===== config.mk =====
export PLATFORM = sky130hd
export DESIGN_NAME = mfc_cpld_bus_ctrl
export DESIGN_NICKNAME = d
export VERILOG_FILES = /design/src/rtl/mfc_cpld_bus_ctrl.sv
export SDC_FILE = /design/constraint.sdc
export NUM_CORES = 1
export LEC_CHECK = 0
export BUFFER_PORTS_ARGS = -buffer_cell sky130_fd_sc_hd__buf_2
export CORE_UTILIZATION = 35
export CTS_BUF_LIST = sky130_fd_sc_hd__clkbuf_2
export CTS_CLUSTER_DIAMETER = 150
export CTS_CLUSTER_SIZE = 40
export DETAILED_ROUTE_END_ITERATION = 10
export PLACE_DENSITY_LB_ADDON = 0.2
export REMOVE_ABC_BUFFERS = 1
export SYNTH_ARGS = -nofsm -noshare
export SYNTH_HDL_FRONTEND = slang
export SYNTH_SLANG_ARGS = --single-unit

===== constraint.sdc =====
create_clock -name CLK -period 1.56 [get_ports CLK]
set_input_delay 0.078 -clock CLK [delete_from_list [all_inputs] [get_ports CLK]]
set_output_delay 0.078 -clock CLK [all_outputs]
set_load 0.05 [all_outputs]

===== src/rtl/mfc_cpld_bus_ctrl.sv =====
// ---------------------------------------------------------------------------
// mfc_cpld_bus_ctrl
// Bus-control logic for the XC9572 on the T35 multi-function card. Decodes
// Z80 I/O cycles addressed to the card (A15..A13 only), stretches them with
// READY until the Teensy 3.5 has serviced the cycle through a 4-phase
// req/ack handshake, and steers the 74245 data buffer.
//
// Ports
//   CLK      in   CPC bus clock, all state changes on the rising edge
//   RESET    in   synchronous, active-high reset
//   A15_13   in   Z80 address bits A15..A13
//   IOREQ_B  in   Z80 I/O request (active low)
//   M1_B     in   Z80 M1 (active low); M1 with IOREQ is interrupt ack
//   RD_B     in   Z80 read strobe (active low)
//   WR_B     in   Z80 write strobe (active low)
//   ack      in   Teensy acknowledge (gpio1), asynchronous to CLK
//   READY    out  Z80 wait control, 0 inserts wait states
//   req      out  request to Teensy (gpio0)
//   rnw      out  cycle type to Teensy (gpio2): 1 = read, 0 = write
//   bufoe_b  out  74245 output enable (active low)
//   bufdir   out  74245 direction: 1 = CPC to Teensy, 0 = Teensy to CPC
//   tmo_err  out  sticky wait-state timeout flag (gpio3)
// ---------------------------------------------------------------------------
module mfc_cpld_bus_ctrl #(
  parameter logic [2:0]  IO_SEL  = 3'b111,
  parameter int unsigned TMO_W   = 8,
  parameter int unsigned TMO_MAX = 200
) (
  input  logic       CLK,
  input  logic       RESET,
  input  logic [2:0] A15_13,
  input  logic       IOREQ_B,
  input  logic       M1_B,
  input  logic       RD_B,
  input  logic       WR_B,
  input  logic       ack,
  output logic       READY,
  output logic       req,
  output logic       rnw,
  output logic       bufoe_b,
  output logic       bufdir,
  output logic       tmo_err
);

  localparam logic [2:0] S_IDLE      = 3'd0;
  localparam logic [2:0] S_WAIT_ACK0 = 3'd1;
  localparam logic [2:0] S_REQ       = 3'd2;
  localparam logic [2:0] S_HOLD_RD   = 3'd3;
  localparam logic [2:0] S_RELEASE   = 3'd4;

  // Count value seen on the last cycle READY may still be held low.
  localparam logic [TMO_W-1:0] TMO_LAST = TMO_W'(TMO_MAX - 1);

  logic [2:0]       r_state;
  logic             r_ack_m;
  logic             r_ack_s;
  logic [TMO_W-1:0] r_tmo;
  logic             r_ready;
  logic             r_req;
  logic             r_rnw;
  logic             r_bufoe_b;
  logic             r_bufdir;
  logic             r_tmo_err;

  logic w_sel;
  logic w_waiting;
  logic w_tmo_fire;

  assign w_sel      = !IOREQ_B && M1_B && (A15_13 == IO_SEL) && (!RD_B || !WR_B);
  assign w_waiting  = (r_state == S_WAIT_ACK0) || (r_state == S_REQ);
  assign w_tmo_fire = w_waiting && (r_tmo == TMO_LAST);

  always_ff @(posedge CLK) begin
    if (RESET) begin
      r_state   <= S_IDLE;
      r_ack_m   <= 1'b0;
      r_ack_s   <= 1'b0;
      r_tmo     <= '0;
      r_ready   <= 1'b1;
      r_req     <= 1'b0;
      r_rnw     <= 1'b0;
      r_bufoe_b <= 1'b1;
      r_bufdir  <= 1'b1;
      r_tmo_err <= 1'b0;
    end else begin
      r_ack_m <= ack;
      r_ack_s <= r_ack_m;

      if (w_tmo_fire) begin
        // Forced release; the Teensy's late ack is absorbed in RELEASE.
        r_ready   <= 1'b1;
        r_req     <= 1'b0;
        r_bufoe_b <= 1'b1;
        r_tmo_err <= 1'b1;
        r_state   <= S_RELEASE;
      end else begin
        if (w_waiting) begin
          r_tmo <= r_tmo + 1'b1;
        end
        case (r_state)
          S_IDLE: begin
            r_tmo <= '0;
            if (w_sel) begin
              r_ready  <= 1'b0;
              r_rnw    <= !RD_B;
              r_bufdir <= RD_B;
              r_state  <= S_WAIT_ACK0;
            end
          end
          S_WAIT_ACK0: begin
            if (!r_ack_s) begin
              r_req     <= 1'b1;
              // Writes open the buffer toward the Teensy for the whole request.
              r_bufoe_b <= r_rnw;
              r_state   <= S_REQ;
            end
          end
          S_REQ: begin
            if (r_ack_s) begin
              r_ready <= 1'b1;
              if (r_rnw) begin
                r_bufoe_b <= RD_B || IOREQ_B;
                r_state   <= S_HOLD_RD;
              end else begin
                r_bufoe_b <= 1'b1;
                r_state   <= S_RELEASE;
              end
            end
          end
          S_HOLD_RD: begin
            if (IOREQ_B) begin
              r_bufoe_b <= 1'b1;
              r_state   <= S_RELEASE;
            end else begin
              r_bufoe_b <= RD_B;
            end
          end
          S_RELEASE: begin
            if (IOREQ_B) begin
              r_req    <= 1'b0;
              r_bufdir <= 1'b1;
              r_state  <= S_IDLE;
            end
          end
          default: r_state <= S_IDLE;
        endcase
      end
    end
  end

  assign READY   = r_ready;
  assign req     = r_req;
  assign rnw     = r_rnw;
  assign bufoe_b = r_bufoe_b;
  assign bufdir  = r_bufdir;
  assign tmo_err = r_tmo_err;

endmodule


==> impl_metrics.yaml, run 1 <==
setup_path:
  reg2reg_setup_slack_ns: -0.006
  worst_ep_required_time_ns: 1.86
  r2r-start: "r_state[1]"
  r2r-end: "r_tmo[3]"
  worst_setup_path_start_kind: "flip-flop"
  worstPathMaxFanout: 4
  end_kind: "flip-flop"
  crit_type: "reg2reg"
  arrival_ns: 1.86
  reg2regPathDepth: 5
clock_tree:
  clkLatencyLatePin_ns: 0.34
  path_clk_slew_ns: 0.21
  cts_buffers: 3
  cts_max_level: 1
  cts.root.buffer_cell: "clkbuf_2"
  ctsLongestPathBuffers: 2
  cts_tree: "done"
  cts_sinks: 19
timing:
  fin_crit_ns: 1.566
  fin_ws_ns: -0.005911
  skew_ns: 0.01729
  hold_viol: 0
  maxSlewHeadroom: 0.7297
  setup_viol: 1
  post-route-period-util: 1.004
  worstMarginPinSlew_ns: 0.3952
  hold_slack_ns: 0.08635
  max_freq_mhz: 638.6
  maxSlewViolCount: 0
  rsz0062_at_grt: "yes"
global_route:
  grt_use_total: 0.1847
  antenna_found_initial: 0
  grt_max_degree: 18
  grt_pass1_wl_um: 4464
  overflow: 0
  grt_pass1_vias: 1022
route:
  drt-pass1-iter-count: 4
  viasPerCell: 5.361
  wl_per_cell_um: 13.45
  dr_total_vias: 1040
  wl_um: 2610
  drc_errors: 0
  first_iter_violations: 21
  ant_nets: 0
yosys:
  syn_inst: 125
  synth_top_area_frac: 0.3786
  synth_top_family_by_area: "simple AND/OR/NAND/NOR gates"
  async_flop_share: 0
  synth_compound_area_frac: 0.2030
  syn-cell-area_sq_um: 1005
  synth.yosys.seq_area_share: 0.3786
  yosys-top-cells-area: "dfxtp_1 (38%), nand2_1 (4.5%), a21oi_1 (4.0%), mux2i_1 (4.0%), o21ai_0 (4.0%)"
  syn_avg_cell_area_sq_um: 8.038
  synth-simple-area-share: 0.2814
  yosys_warnings: 0
  ys_seq_elements: 19
  synth_cell_types: 37
  ys.flop_type: "dfxtp_1"
  synth_edf_count: 0
  muxShareOfSynthArea: 0.03985
  yosys.area_share.adder: 0.01245
  synth_xor_area_frac: 0.03487
  yosysTopAreaCell: "dfxtp_1"
layout:
  nNetsFinal: 175
  stdcell_area_sq_um: 1406
  num_antenna_cells: 0
  drive_gt1_frac: 0.3742
  area_growth_pct: 39.98
  fill_cells: 268
status:
  violations: "setup timing"
  outcome: "finished, violations left"
hold_path:
  hold_end: "rnw"
  hp-class: "in2reg"
  holdCritStartpoint: "RD_B"
  worstHoldPathCells: 4
placed_design:
  dpl_cell_area_sq_um: 1230
  gp_congestion: 0.8518
  post-dp-hpwl_um: 1870
  io_buffers: 15
floorplan:
  ios: 16
  fp-row-count: 19
  coreArea_sq_um: 2734
  chipWidth_um: 55.58
  chipHeight_um: 55.58
  dieArea_sq_um: 3089
  start_util: 0.3675
power_and_ir_drop:
  ir_drop_mv: 0.5624
  p_leak_uw: 0.0005613
  powerDensity_nw_per_um2: 712.5
job:
  max-cap-violations: 0
==> state kept, by name (all words and copies together) (netlist names) <==
| signal | count |
|---|---|
| READY | 1 |
| bufdir | 1 |
| bufoe_b | 1 |
| r_ack_m | 1 |
| r_ack_s | 1 |
| r_state | 3 |
| r_tmo | 8 |
| req | 1 |
| rnw | 1 |
| tmo_err | 1 |
==> area by class of cell <==
cell class,count,area [sq um],share of cell area
timing repair buffer,42,296.5,0.2109
sequential,19,385.4,0.2740
inverter,5,18.77,0.01335
tap,31,38.79,0.02758
clock inverter,1,7.507,0.005338
multi-input combinational,93,644.4,0.4582
clock buffer,3,15.01,0.01068
==> critical path, cell delays in order (launching register included) <==
cell and delay [ns]:
dfxtp_2 0.38, buf_6 0.11, xnor2_2 0.12, or2_4 0.28, or4_4 0.53, a21oi_2 0.12
==> stage by stage <==
step             util  std cells  setup TNS (ns)  total power [uW]  setup slack, ns
2_1_floorplan       -        117         -0.2766             634.4          -0.1050
3_3_place_gp   0.4499        182        -0.06662             718.7         -0.03377
3_5_place_dp   0.4499        182         -0.8485             724.2          -0.1144
4_1_cts        0.4892        192               0             978.2        0.0004521
5_1_grt        0.5144        194         -0.2730              1066          -0.1174
6_report       0.5144        194       -0.005911              1002        -0.005911
==> layout by cell type (no fill, tap or decap), types with 5 or more instances in the layout <==
master   synthesis  layout
dfxtp_1         19      15
nand2_1         12      12
nor2b_1          5       5
o21ai_0          8       7
buf_4            0      21
buf_2            0      15
inv_1            5       5
nor2_1          10      10
==> Yosys cell counts (2+ instances only) <==
| library cell | instances |
|---|---|
| xnor2_1 | 4 |
| nor2b_1 | 5 |
| a21oi_1 | 8 |
| nor4_1 | 3 |
| nand2_1 | 12 |
| clkbuf_1 | 7 |
| nand2b_1 | 4 |
| or4_1 | 2 |
| a2111oi_0 | 2 |
| nand3_1 | 4 |
| or3_1 | 2 |
| o31ai_1 | 2 |
| o21ai_0 | 8 |
| inv_1 | 5 |
| a31oi_1 | 2 |
| mux2i_1 | 4 |
| nor2_1 | 10 |
| nand4_1 | 2 |
| dfxtp_1 | 19 |
| nor3b_1 | 2 |
| o221ai_1 | 2 |
==> cells by family after synthesis <==
kind of cell             Yosys count
AO/OA/AOI/OAI                     31
XOR/XNOR                           4
adder cells (fa/ha/maj)            1
buffers and inverters             13
flip-flops                        19
multiplexers                       4
AND/OR/NAND/NOR                   53
==> power breakdown <==
group	total, uW	leakage (uW)	switching, uW	internal (uW)
Combinational	252	0.000393	131	121
Sequential	516	0.000156	13.3	502
Clock	234	0.0000126	174	59.7
==> worst max-delay path by stage <==
stage                from    endpoint  slack [ns]  cells after the start
2_1_floorplan  r_state[0]    r_tmo[3]       -0.11                      4
3_3_place_gp   r_state[1]    r_tmo[3]       -0.03                      5
3_5_place_dp     r_tmo[0]  r_state[2]       -0.11                      6
4_1_cts          r_tmo[0]  r_state[2]      0.0005                      6
5_1_grt          r_tmo[0]  r_state[2]       -0.12                      6
6_report       r_state[1]    r_tmo[3]      -0.006                      5
==> timing repair <==
action	4_1_cts	5_1_grt
setup endpoints to repair	13	10
pin swaps	3	7
resized for setup	10	14
endpoints found under the hold margin	4	0
hold buffers	3	0
buffers inserted	3	2
==> routing by layer <==
layer / track usage / vias up / wire [um]
met5: 0 / - / 0
met2: 0.3167 / 17 / 1296
li1: - / 526 / -
met1: 0.2211 / 491 / 1213
met4: 0.1000 / 0 / 36
met3: 0.02791 / 6 / 63
Power figures use the tool's default switching activity.
==> inputs of run 2 (changes only) <==
Settings changed: CELL_PAD_IN_SITES_DETAIL_PLACEMENT set to 1, CELL_PAD_IN_SITES_GLOBAL_PLACEMENT set to 1, CORE_ASPECT_RATIO set to 0.9, PLACE_DENSITY set to 0.76, PLACE_DENSITY_LB_ADDON 0.2 to not set.
==> impl_metrics.yaml, run 2 (same netlist as run 1, synthesis figures left out) <==
status:
  outcome: "finished, violations left"
  violations: "setup timing"
timing:
  setup_viol: 1
  rsz0062_at_grt: "yes"
  worstMarginPinSlew_ns: 0.4525
  fin_crit_ns: 1.572
  hold_viol: 0
  maxSlewHeadroom: 0.6905
  maxSlewViolCount: 0
  max_freq_mhz: 636.2
  post-route-period-util: 1.008
  skew_ns: 0.01360
  fin_ws_ns: -0.01173
layout:
  nNetsFinal: 172
  drive_gt1_frac: 0.3500
  fill_cells: 342
  instances_no_fill: 200
  final_common_cell: "buf_4"
  final_cell_mix: "buf_4 (22), dfxtp_1 (15), buf_2 (15)"
  reg.largest.list: "r_tmo (8), r_state (3)"
  ff_latch_area_sq_um: 387.9
  regMostFlops: "r_tmo"
  largest_reg_flops: 8
  num_antenna_cells: 0
  multiInputGateArea_sq_um: 631.9
  area_growth_pct: 36.24
clock_tree:
  path_clk_slew_ns: 0.20
  cts_sinks: 19
  cts_buffers: 3
  cts_tree: "done"
  clkLatencyLatePin_ns: 0.32
  cts_max_level: 1
  cts.root.buffer_cell: "clkbuf_2"
  ctsLongestPathBuffers: 2
setup_path:
  worst_setup_path_start_kind: "flip-flop"
  crit_type: "reg2reg"
  arrival_ns: 1.81
  end_kind: "flip-flop"
  worst_ep_required_time_ns: 1.80
  reg2regPathDepth: 4
  worstPathMaxFanout: 3
  reg2reg_setup_slack_ns: -0.01
hold_path:
  hp-class: "in2reg"
  worstHoldPathCells: 4
placed_design:
  dp_cells: 193
  post-place-ws_ns: -0.1313
  post-dp-hpwl_um: 2159
  io_buffers: 15
  gp_congestion: 0.7986
global_route:
  grt_pass1_vias: 1044
  antenna_found_initial: 0
  overflow: 0
  grt_pass1_wl_um: 4609
  grt_use_total: 0.1998
  grt_max_degree: 17
route:
  drc_errors: 0
  wl_per_cell_um: 14.36
  viasPerCell: 5.255
  drt-pass1-iter-count: 4
  first_iter_violations: 12
  ant_nets: 0
  dr_total_vias: 1051
  wl_um: 2872
floorplan:
  coreArea_sq_um: 2725
  dieArea_sq_um: 3089
  chipHeight_um: 52.83
  fp-row-count: 18
  ios: 16
  chipWidth_um: 58.48
  start_util: 0.3687
power_and_ir_drop:
  seq_power_share: 0.529
  clockPowerShare: 0.227
  p_int_uw: 669.6
  switching_share: 0.3140
  comb_power_share: 0.244
  p_leak_uw: 0.0005455
  powerDensity_nw_per_um2: 713.1
  p_switching_uw: 306.5
  ir_drop_mv: 0.4784
job:
  max-cap-violations: 0
[run 2: changes by cell type in the layout (fill, tap and decap cells not counted), sizes merged]
| cell | change |
|---|---|
| buf | -2 |
| clkinv | +1 |
| clkinvlp | -1 |
| dlygate4sd3 | -1 |
[run 2: worst paths after layout]
kind | startpoint | end
worst min-delay path | RD_B | rnw
worst max register to register | r_state[1] | bufdir
worst max-delay path | r_state[1] | bufdir
worst min register to register | tmo_err | tmo_err
[run 2: cell type report]
cell class	count	area share
multi-input combinational	93	0.4616
sequential	19	0.2834
timing repair buffer	39	0.1901
tap	40	0.03656
inverter	5	0.01371
clock buffer	3	0.01097
clock inverter	1	0.003656
[run 2: critical path, cell delays in order (launching register included)]
cell and delay, ns:
dfxtp_2 0.39, or3_4 0.39, a2111o_1 0.35, mux2i_1 0.14
or2_1 0.22
[run 2: metrics by stage]
stage	hold WS (ns)	instance area [sq um]	utilization	total power (uW)	setup TNS, ns
4_1_cts	0.09800	1343	0.4927	970.1	0
6_report	0.1047	1369	0.5023	976.0	-0.01173
3_3_place_gp	0.2976	1256	0.4610	726.6	-0.05510
2_1_floorplan	0.1471	973.4	-	634.4	-0.2766
3_5_place_dp	0.3017	1256	0.4610	736.2	-0.6740
5_1_grt	0.1341	1369	0.5023	1024	-0.07804
[run 2: what timing repair did]
item,CTS,global route
setup endpoints to repair,12,8
resized for setup,13,6
setup buffers,1,0
hold buffers,2,0
pin swaps,3,0
cloned,0,0
hold endpoints to repair,2,0
[run 2: per-layer routing]
| layer | wire length, um | up-vias | track usage | part of all wire |
|---|---|---|---|---|
| met3 | 98 | 4 | 0.02469 | 0.034 |
| met2 | 1486 | 27 | 0.3851 | 0.52 |
| li1 | - | 518 | - | - |
| met4 | 38 | 0 | 0.08333 | 0.013 |
| met5 | 0 | - | 0 | 0 |
| met1 | 1249 | 502 | 0.2197 | 0.43 |
[run 2: power by group through the flow]
stage                     Combinational, uW  Clock (uW)  Sequential [uW]
final                                   238         222              516
after global routing                    260         244              520
after CTS                               230         226              515
after detailed placement                212           0              524
after global placement                  204           0              523
after floorplan                        78.9           0              556
